File: config.mk
export PLATFORM = sky130hd
export DESIGN_NAME = mbist_fault_table
export DESIGN_NICKNAME = d
export VERILOG_FILES = /design/src/rtl/mbist_pkg.sv /design/src/rtl/mbist_fault_table.sv
export SDC_FILE = /design/constraint.sdc
export NUM_CORES = 1
export LEC_CHECK = 0
export BUFFER_PORTS_ARGS = -buffer_cell sky130_fd_sc_hd__clkbuf_2
export CORE_AREA = 5 5 127 129
export CTS_BUF_LIST = sky130_fd_sc_hd__clkbuf_16
export CTS_CLUSTER_SIZE = 20
export DETAILED_ROUTE_END_ITERATION = 16
export DIE_AREA = 0 0 132 134
export PLACE_DENSITY_LB_ADDON = 0.12
export SLEW_MARGIN = 40
export SYNTH_ARGS = -nofsm -noshare
export SYNTH_HDL_FRONTEND = slang
export SYNTH_SLANG_ARGS = --single-unit
File: constraint.sdc
create_clock -name clk -period 2.8 [get_ports clk]
set_input_delay 0.42 -clock clk [delete_from_list [all_inputs] [get_ports clk]]
set_output_delay 0.42 -clock clk [all_outputs]
set_load 0.1 [all_outputs]
File: src/rtl/mbist_pkg.sv
// Shared types and constants for the MBIST memory-side responder.
// Optional hit counter is enabled by defining MBIST_MEM_HIT_CNT_EN.
package mbist_pkg;

    localparam logic [1:0] BANK0 = 2'b01;
    localparam logic [1:0] BANK1 = 2'b10;

    localparam int DATA_W = 8;
    localparam int ADDR_W = 10;

    typedef struct packed {
        logic              valid;
        logic              bank;
        logic [ADDR_W-1:0] row;
        logic [ADDR_W-1:0] col;
        logic [DATA_W-1:0] mask;
        logic [DATA_W-1:0] val;
    } flt_entry_t;

    typedef enum logic {
        CLR,
        RUN
    } state_t;

    function automatic logic bank_legal(input logic [1:0] b);
        return (b == BANK0) || (b == BANK1);
    endfunction

endpackage

File: src/rtl/mbist_fault_table.sv
// Stuck-at fault table: sequenced invalidation, programming and
// combinational match/apply of one raw byte.
module mbist_fault_table
    import mbist_pkg::*;
#(
    parameter int ROW_W      = 9,
    parameter int COL_W      = 9,
    parameter int NUM_FAULTS = 4,
    parameter int IDX_W      = $clog2(NUM_FAULTS)
) (
    input  logic              clk,
    input  logic              rst_n,
    input  logic              i_inv,
    input  logic [IDX_W-1:0]  i_inv_idx,
    input  logic              i_wr,
    input  logic [IDX_W-1:0]  i_wr_idx,
    input  flt_entry_t        i_wr_entry,
    input  logic              i_bank,
    input  logic [ADDR_W-1:0] i_row,
    input  logic [ADDR_W-1:0] i_col,
    input  logic [DATA_W-1:0] i_raw,
    output logic [DATA_W-1:0] o_data,
    output logic              o_hit
);

    localparam logic [ADDR_W-1:0] ROW_MSK = ADDR_W'((1 << ROW_W) - 1);
    localparam logic [ADDR_W-1:0] COL_MSK = ADDR_W'((1 << COL_W) - 1);

    flt_entry_t        r_tab [NUM_FAULTS];
    logic [DATA_W-1:0] w_data;
    logic              w_hit;

    always_ff @(posedge clk or negedge rst_n) begin
        if (!rst_n) begin
            for (int i = 0; i < NUM_FAULTS; i++) begin
                r_tab[i] <= '0;
            end
        end else begin
            for (int i = 0; i < NUM_FAULTS; i++) begin
                if (i_inv && i_inv_idx == IDX_W'(i)) begin
                    r_tab[i].valid <= 1'b0;
                end else if (i_wr && i_wr_idx == IDX_W'(i)) begin
                    r_tab[i] <= i_wr_entry;
                end
            end
        end
    end

    // Ascending walk: a higher index overrides shared stuck bits.
    always_comb begin
        w_data = i_raw;
        w_hit  = 1'b0;
        for (int i = 0; i < NUM_FAULTS; i++) begin
            if (r_tab[i].valid &&
                r_tab[i].bank == i_bank &&
                ((r_tab[i].row ^ i_row) & ROW_MSK) == '0 &&
                ((r_tab[i].col ^ i_col) & COL_MSK) == '0) begin
                w_data = (w_data & ~r_tab[i].mask) |
                         (r_tab[i].val & r_tab[i].mask);
                w_hit  = 1'b1;
            end
        end
    end

    assign o_data = w_data;
    assign o_hit  = w_hit;

endmodule

# [Word-level counts from Yosys, hierarchy flattened]
# Index checks and enable logic that the tools add are counted.
[word_totals] inputBits=75 reg_bits=152 word_cells=116 out_inout_bits=9
[classes] n_reduce_logical=38 mux=16 n_bitwise=28 eq_ne=10
[ops] cell="$mux 38" n=4
[ops] cell="$logic_not 10->1" n=8
[ops] cell="$xor 9x9->9" n=8
[ops] cell="$and 8x8->8" n=8
[ops] cell="$mux 8" n=4
[ops] cell="$not 8->8" n=4
[ops] cell="$or 8x8->8" n=4
[ops] cell="$logic_and 1x1->1" n=20
[ops] cell="$eq 2x2->1 const B" n=4
[ops] cell="$mux 1" n=8
[ops] cell="$reduce_and 2->1" n=4
[ops] cell="$reduce_bool 2->1" n=4
[ops] cell="$eq 1x1->1" n=4
[ops] cell="$eq 2x1->1 const B" n=2
[ops] cell="$logic_not 2->1" n=2
[ops] cell="$not 1->1" n=4

# [Longest topological paths before layout]
# Gate-level depths: netlist of the first run.
[depth] word_depth=14 ltp_mapped=8 depth_no_buf=6

# [Worst setup path before layout of the first run]
# OpenSTA, ideal clock, no wires.
[synth_timing] path_kind="input to output" from="input i_row[5]" to="output o_data[6]" cell_stages=7 arrival_time_ns=2.289 setup_slack_ns=0.091 path_cell_list="xor2_1 > or4_4 > buf_6 > nor3_4 > nand3_1 > o31a_1 > nand2_1"
[synth_via] elab_chain_cells=14
[synth_lines] element="start: declaration" line="mbist_fault_table.sv:19" source="input logic [ADDR_W-1:0] i_row,"
[synth_lines] element="$xor 9x9->9" line="mbist_fault_table.sv:56" source="((r_tab[i].row ^ i_row) & ROW_MSK) == '0 &&"
[synth_lines] element="$logic_not 10->1" line="mbist_fault_table.sv:56"
[synth_lines] element="$logic_and 1x1->1" line="mbist_fault_table.sv:55" source="r_tab[i].bank == i_bank &&"
[synth_lines] element="$logic_and 1x1->1" line="mbist_fault_table.sv:56"
[synth_lines] element="$mux 8" line="mbist_fault_table.sv:54" source="if (r_tab[i].valid &&"
[synth_lines] element="$and 8x8->8" line="mbist_fault_table.sv:58" source="w_data = (w_data & ~r_tab[i].mask) |"
[synth_lines] element="$or 8x8->8" line="mbist_fault_table.sv:58"
[synth_lines] element="$mux 8" line="mbist_fault_table.sv:54"
[synth_lines] element="$and 8x8->8" line="mbist_fault_table.sv:58"
[synth_lines] element="$or 8x8->8" line="mbist_fault_table.sv:58"
[synth_lines] element="$mux 8" line="mbist_fault_table.sv:54"
[synth_lines] element="$and 8x8->8" line="mbist_fault_table.sv:58"
[synth_lines] element="$or 8x8->8" line="mbist_fault_table.sv:58"
[synth_lines] element="$mux 8 (*)" line="mbist_fault_table.sv:54"
[synth_lines] element="end: declaration" line="mbist_fault_table.sv:22" source="output logic [DATA_W-1:0] o_data,"
# Every way passes the cells marked *; elsewhere a longest branch is shown, timed or not.

# [Worst setup path in the final report of the first run]
[layout_timing] from="register r_tab[31] (netlist name)" to="output o_data[6]"
[layout_via] elab_chain_cells=5
[layout_lines] element="start: declaration" line="mbist_fault_table.sv:29" source="flt_entry_t r_tab [NUM_FAULTS];"
[layout_lines] element="start signal: indexed assignment" line="mbist_fault_table.sv:43" source="r_tab[i] <= i_wr_entry;"
[layout_lines] element="$xor 9x9->9" line="mbist_fault_table.sv:56"
[layout_lines] element="$logic_not 10->1" line="mbist_fault_table.sv:56"
[layout_lines] element="$logic_and 1x1->1" line="mbist_fault_table.sv:55"
[layout_lines] element="$logic_and 1x1->1" line="mbist_fault_table.sv:56"
[layout_lines] element="$mux 8" line="mbist_fault_table.sv:54"
# No other way between the ends.

==> results of run 1 <==
[worst max-delay path: cells and delay by family (launching register included)]
family | cells | cell delay (ps)
XOR/XNOR | 1 | 160
AND/OR/NAND/NOR | 4 | 1200
buffers and inverters | 1 | 180
AO/OA/AOI/OAI | 1 | 140
flip-flops | 1 | 390
[worst max path at each step]
stage	from	endpoint	cells after the start
after floorplan	i_row[5]	o_data[6]	7
after global routing	r_tab[31]	o_data[1]	7
after global placement	i_col[1]	o_data[6]	9
final	r_tab[31]	o_data[6]	7
after CTS	r_tab[31]	o_data[5]	7
after detailed placement	i_col[1]	o_data[7]	9
[cells by family after synthesis]
kind of cell / synth area share, %
and+or+nand+nor: 12.0
xor gates and xnor gates: 9.21
muxes: 21.1
DFF: 49.8
buffers and inverters: 2.47
AOI/OAI and AO/OA: 5.36
[power by group]
group | total, uW | switching [uW] | internal (uW)
clock network | 2010 | 828 | 1180
logic | 1160 | 630 | 528
registers | 2780 | 273 | 2510
total | 5950 | 1730 | 4220
[cell usage after synthesis, drive strengths merged]
| library cell | instances | share of area, % |
|---|---|---|
| nand2 | 38 | 2.0 |
| a32oi | 8 | 0.97 |
| and4 | 3 | 0.36 |
| nor3 | 11 | 2.2 |
| o22ai | 1 | 0.087 |
| nor2b | 1 | 0.087 |
| nand4 | 14 | 1.2 |
| and3b | 1 | 0.12 |
| o211ai | 8 | 0.83 |
| o21ai | 8 | 0.55 |
| o32ai | 8 | 0.97 |
| or2 | 1 | 0.087 |
| nand3b | 1 | 0.10 |
| a31oi | 10 | 0.87 |
| nor3b | 2 | 0.21 |
| nor2 | 13 | 0.67 |
| nor4 | 14 | 1.2 |
| xor2 | 43 | 5.2 |
| and2 | 8 | 0.69 |
| or4 | 2 | 0.26 |
| mux2 | 132 | 21 |
| buf | 20 | 1.4 |
| mux2i | 4 | 0.55 |
| nand3 | 19 | 1.3 |
| dfrtp | 144 | 50 |
| nand4b | 8 | 0.97 |
| inv | 17 | 0.88 |
| a211o | 1 | 0.12 |
| o31a | 8 | 0.97 |
| xnor2 | 33 | 4.0 |
| nor4b | 2 | 0.33 |
| clkbuf | 3 | 0.16 |
| and3 | 2 | 0.17 |
[per-stage QoR]
stage	TNS, ps	hold slack, ps
detailed placement	-34.7	432
CTS	-867	240
global route	-1470	251
floorplan	0	124
global placement	0	433
finish	-741	259
[routing by layer]
metal	track usage (%)	up-vias	wire length (um)
met5	0	-	0
met4	6.74	0	233
met3	5.06	20	773
met2	37.8	142	9850
met1	27.3	2580	7890
li1	-	2348	-
[cell type report]
class                   count  area, um^2  area share, %
flip-flops and latches    144        3600           40.7
multi-input cells         404        3590           40.6
repair buffers            107         845           9.55
clock buffers              17         425           4.81
well taps                 188         235           2.66
clock inverters            13        85.1          0.962
inverters                  17        63.8          0.721
[what timing repair did]
item / 4_1_cts / 5_1_grt
hold buffers: 1 / 0
endpoints found under the hold margin: 50 / 0
setup buffers: 2 / 2
gates resized for setup: 16 / 8
setup endpoints to repair: 9 / 9
pin swaps: 10 / 8
cloned: 1 / 0
==> results.py, run 1 <==
metrics = {
    "run_status": {
        "violations": "negative setup slack",
        "status": "finished, violations left",
    },
    "timing": {
        "min_period_ps": 2910,
        "drv_slew": 0,
        "setup_ws_ps": -112,
        "skew_ps": 0,
        "setup_viol": 8,
        "fmax_mhz": 343,
        "worstMarginPinSlew_ps": 585,
        "rsz0062_at_grt": "yes",
        "relSlewSlack_pct": 61.0,
        "min_period_over_period_pct": 104,
        "hold_viol": 0,
    },
    "logic_synthesis": {
        "synth_nets": 663,
        "yosysWarnings": 0,
        "netlist_area_um2": 7230,
        "synth-seq-cells": 144,
        "syn-mean-instance-area_um2": 12.3,
        "synthDistinctLibCells": 41,
        "yosysSeqAreaShare_pct": 49.8,
        "syn_inst": 588,
    },
    "floorplan": {
        "fp-row-count": 45,
        "fp.dieW_um": 132,
        "die_area_um2": 17700,
        "coreArea_um2": 14900,
        "io_pins": 84,
        "start_util_pct": 48.5,
        "fp.dieH_um": 134,
    },
    "cts": {
        "cts_buffer_depth": 2,
        "cts.htree.levels": 4,
        "clk_latency_ps": 420,
        "cts_inserted_buffers": 17,
        "clk_root_buffer_cell": "clkbuf_16",
        "cts_tree": "done",
        "clock_sinks": 144,
        "clkTransAtPathRegs_ps": 60,
    },
    "pwr": {
        "p_leak_uw": 0.00379,
        "power_density_nw_per_um2": 673,
        "ir_drop_mv": 0.559,
        "p_total_uw": 5950,
    },
    "critical_path": {
        "r2r_start": "r_tab[31]",
        "cp_slowest_stage_delay_ps": 700,
        "crit_path_top_delay_cell": "or4_4",
        "crit_type": "register to output port",
        "cp.required_ps": 2380,
        "reg2regPathDepth": 2,
        "cp-end-kind": "output port",
        "worst_r2r_endpoint": "r_tab[31]",
        "path_cells": "xor2_1, or4_4, nor3_4, and2_4, o31a_1, nand2_2, buf_12",
        "r2r_setup_slack_ps": 1860,
        "crit_arrival_ps": 2490,
        "path_max_fanout": 8,
        "worstSetupStartpointType": "register",
    },
    "detailed_routing": {
        "firstDrtPassIters": 5,
        "wl_um": 18700,
        "viasPerCell": 5.72,
        "num_vias": 5090,
        "drc": 0,
        "wire_per_inst_um": 21.1,
        "drt-initial-drc-count": 411,
        "ant_nets": 0,
    },
    "layout": {
        "largest_reg_flops": 144,
        "final_common_cell": "dfrtp_1",
        "nFillCells": 1214,
        "nets": 766,
        "regMostFlops": "r_tab",
        "fin_area_um2": 8850,
        "layout-drive-gt1-share_pct": 24.6,
        "final_cells": 890,
        "area_growth_pct": 22.3,
        "final_cell_mix": "144 x dfrtp_1, 132 x mux2_1, 69 x clkbuf_2",
        "n_antenna_cell": 0,
        "final_util_pct": 59.3,
        "largestRegisters": "r_tab x144",
    },
    "flow_run": {
        "max-cap-violations": 0,
    },
    "placed_design": {
        "placed_area_um2": 8180,
        "dp.cells": 854,
        "place.gp.congestion": 0.801,
        "port_buffers": 79,
        "hpwl_um": 12800,
        "preCtsSetupSlack_ps": -34.7,
    },
    "hold_path": {
        "hold_depth": 2,
        "holdPathEnd": "r_tab[146]",
        "hold_class": "input port to register",
        "min-delay-start": "i_wr_entry[32]",
    },
    "grt": {
        "track_usage_pct": 21.9,
        "grt_pass1_vias": 5425,
        "antenna_found_initial": 0,
        "grt_max_degree": 65,
        "grt_pass1_wl_um": 29800,
        "gr-total-overflow": 0,
    },
}
Note: power is estimated with default switching activity, not from simulation.
==> inputs of run 2 (changes only) <==
--- a/config.mk
+++ b/config.mk
@@ -12,6 +12,7 @@
 export DETAILED_ROUTE_END_ITERATION = 16
 export DIE_AREA = 0 0 132 134
 export PLACE_DENSITY_LB_ADDON = 0.12
+export REMOVE_ABC_BUFFERS = 1
 export SLEW_MARGIN = 40
 export SYNTH_ARGS = -nofsm -noshare
 export SYNTH_HDL_FRONTEND = slang
==> run 2 against run 1 <==
- the flow still finishes with violations (negative setup slack)
- cell count grew 0.11%
- die area is the same
- utilization is 0.40 points higher
- cell area grew 0.68%
- combinational power about the same
- register-to-register slack improved by 20 ps
- flip-flop and latch count unchanged
- worst hold slack got worse by 250 ps
- clock power is 10% higher
- fmax grew 0.15%
- global-route usage fell by 0.52 points
- wire length is 2.1% lower
- critical path type unchanged
==> results.py, run 2 (synthesized netlist as in run 1, its figures left out) <==
metrics = {
    "timing": {
        "skew_ps": 0,
        "min_period_ps": 2910,
        "rsz0062_at_grt": "yes",
        "relSlewSlack_pct": 55.1,
        "setup_viol": 8,
        "final.setup.tns_ps": -512,
        "whs_ps": 11.1,
        "drv_slew": 0,
        "worstMarginPinSlew_ps": 674,
        "min_period_over_period_pct": 104,
        "fmax_mhz": 344,
        "hold_viol": 0,
        "setup_ws_ps": -108,
    },
    "layout": {
        "largestRegisters": "r_tab x144",
        "final_cell_mix": "144 x dfrtp_1, 132 x mux2_1, 69 x clkbuf_2",
        "final_util_pct": 59.7,
        "layout-drive-gt1-share_pct": 24.8,
        "regMostFlops": "r_tab",
        "n_antenna_cell": 0,
        "final_common_cell": "dfrtp_1",
        "area_growth_pct": 23.2,
        "nets": 765,
        "largest_reg_flops": 144,
    },
    "placed_design": {
        "place.gp.congestion": 0.858,
        "port_buffers": 79,
        "preCtsSetupSlack_ps": 72.9,
        "hpwl_um": 12700,
    },
    "detailed_routing": {
        "viasPerCell": 5.68,
        "drt-initial-drc-count": 291,
        "wire_per_inst_um": 20.6,
        "wl_um": 18400,
        "drc": 0,
        "firstDrtPassIters": 4,
        "num_vias": 5062,
        "ant_nets": 0,
    },
    "floorplan": {
        "fp.dieH_um": 134,
        "start_util_pct": 48.5,
        "fp.dieW_um": 132,
        "io_pins": 84,
        "die_area_um2": 17700,
        "fp-row-count": 45,
        "coreArea_um2": 14900,
    },
    "critical_path": {
        "path_max_fanout": 3,
        "cp-end-kind": "output port",
        "crit_path_top_delay_cell": "or4_4",
        "crit_arrival_ps": 2490,
        "cp.required_ps": 2380,
        "crit_type": "register to output port",
        "cp_slowest_stage_delay_ps": 570,
        "worstSetupStartpointType": "register",
        "path_cells": "xor2_2, or4_4, buf_6, nor3_4, and2_1, o31a_1, nand2_2, buf_12",
    },
    "pwr": {
        "power_density_nw_per_um2": 690,
        "p_leak_uw": 0.00380,
        "p_total_uw": 6150,
        "ir_drop_mv": 0.563,
    },
    "cts": {
        "clk_root_buffer_cell": "clkbuf_16",
        "cts.htree.levels": 4,
        "clkTransAtPathRegs_ps": 60,
        "cts_inserted_buffers": 17,
        "cts_tree": "done",
        "cts_buffer_depth": 2,
        "clock_sinks": 144,
        "clk_latency_ps": 410,
    },
    "grt": {
        "grt_pass1_wl_um": 29300,
        "antenna_found_initial": 0,
        "grt_pass1_vias": 5381,
        "grt_max_degree": 70,
        "gr-total-overflow": 0,
        "track_usage_pct": 21.4,
    },
    "run_status": {
        "violations": "negative setup slack",
        "status": "finished, violations left",
    },
    "flow_run": {
        "max-cap-violations": 0,
    },
    "hold_path": {
        "hold_class": "input port to async pin",
    },
}
run 2: cell count changes in the layout (fill, tap and decap cells not counted), sizes merged:
cell         before  now
bufinv            1    3
dlygate4sd3       1    0
run 2: where the power goes:
| part | internal [uW] | switching, uW | leakage, uW |
|---|---|---|---|
| registers | 2510 | 271 | 0.00172 |
| clock network | 1380 | 838 | 0.000293 |
| logic | 529 | 622 | 0.00179 |
run 2: worst paths after layout:
check / start / end / slack, ps / depth (start not counted)
max: r_tab[29] / o_data[6] / -110 / 8
max reg2reg: r_tab[21] / r_tab[21] / 1880 / 2
min in group clk: i_wr_entry[22] / r_tab[22] / 260 / 2
min reg2reg: r_tab[77] / r_tab[77] / 480 / 1
min: rst_n / r_tab[51] / 10 / 1
max in group asynchronous: rst_n / r_tab[44] / 2030 / 2
run 2: layout make-up:
| class | count | area (um^2) |
|---|---|---|
| well taps | 188 | 235 |
| clock inverters | 15 | 153 |
| inverters | 17 | 63.8 |
| clock buffers | 17 | 425 |
| multi-input cells | 404 | 3590 |
| fillers | 1179 | 6010 |
| flip-flops and latches | 144 | 3600 |
| repair buffers | 106 | 838 |
run 2: through the flow:
stage	cell area, um^2	instances
finish	8910	891
detailed placement	8190	856
CTS	8820	889
floorplan	7120	565
global route	8910	891
global placement	8190	856
run 2: layer usage:
layer	up-vias	wire length (um)	GRT usage [%]
met5	-	0	0
met4	0	287	8.40
met3	20	984	3.79
met2	143	9470	36.5
met1	2553	7610	27.1
li1	2346	-	-
run 2: what timing repair did:
action	CTS	global route
buffers inserted	1	2
resized for setup	12	11
endpoints found under the hold margin	0	0
setup endpoints to repair	8	9
hold buffers	0	0
pin swaps	13	13
run 2: worst max-delay path: cells and delay by family, from the launching register on:
family                    cells  cell delay [ps]
buffers and inverters         2              340
and+or+nand+nor               4             1020
AOI/OAI and AO/OA             1              150
DFF                           1              400
xor gates and xnor gates      1              170
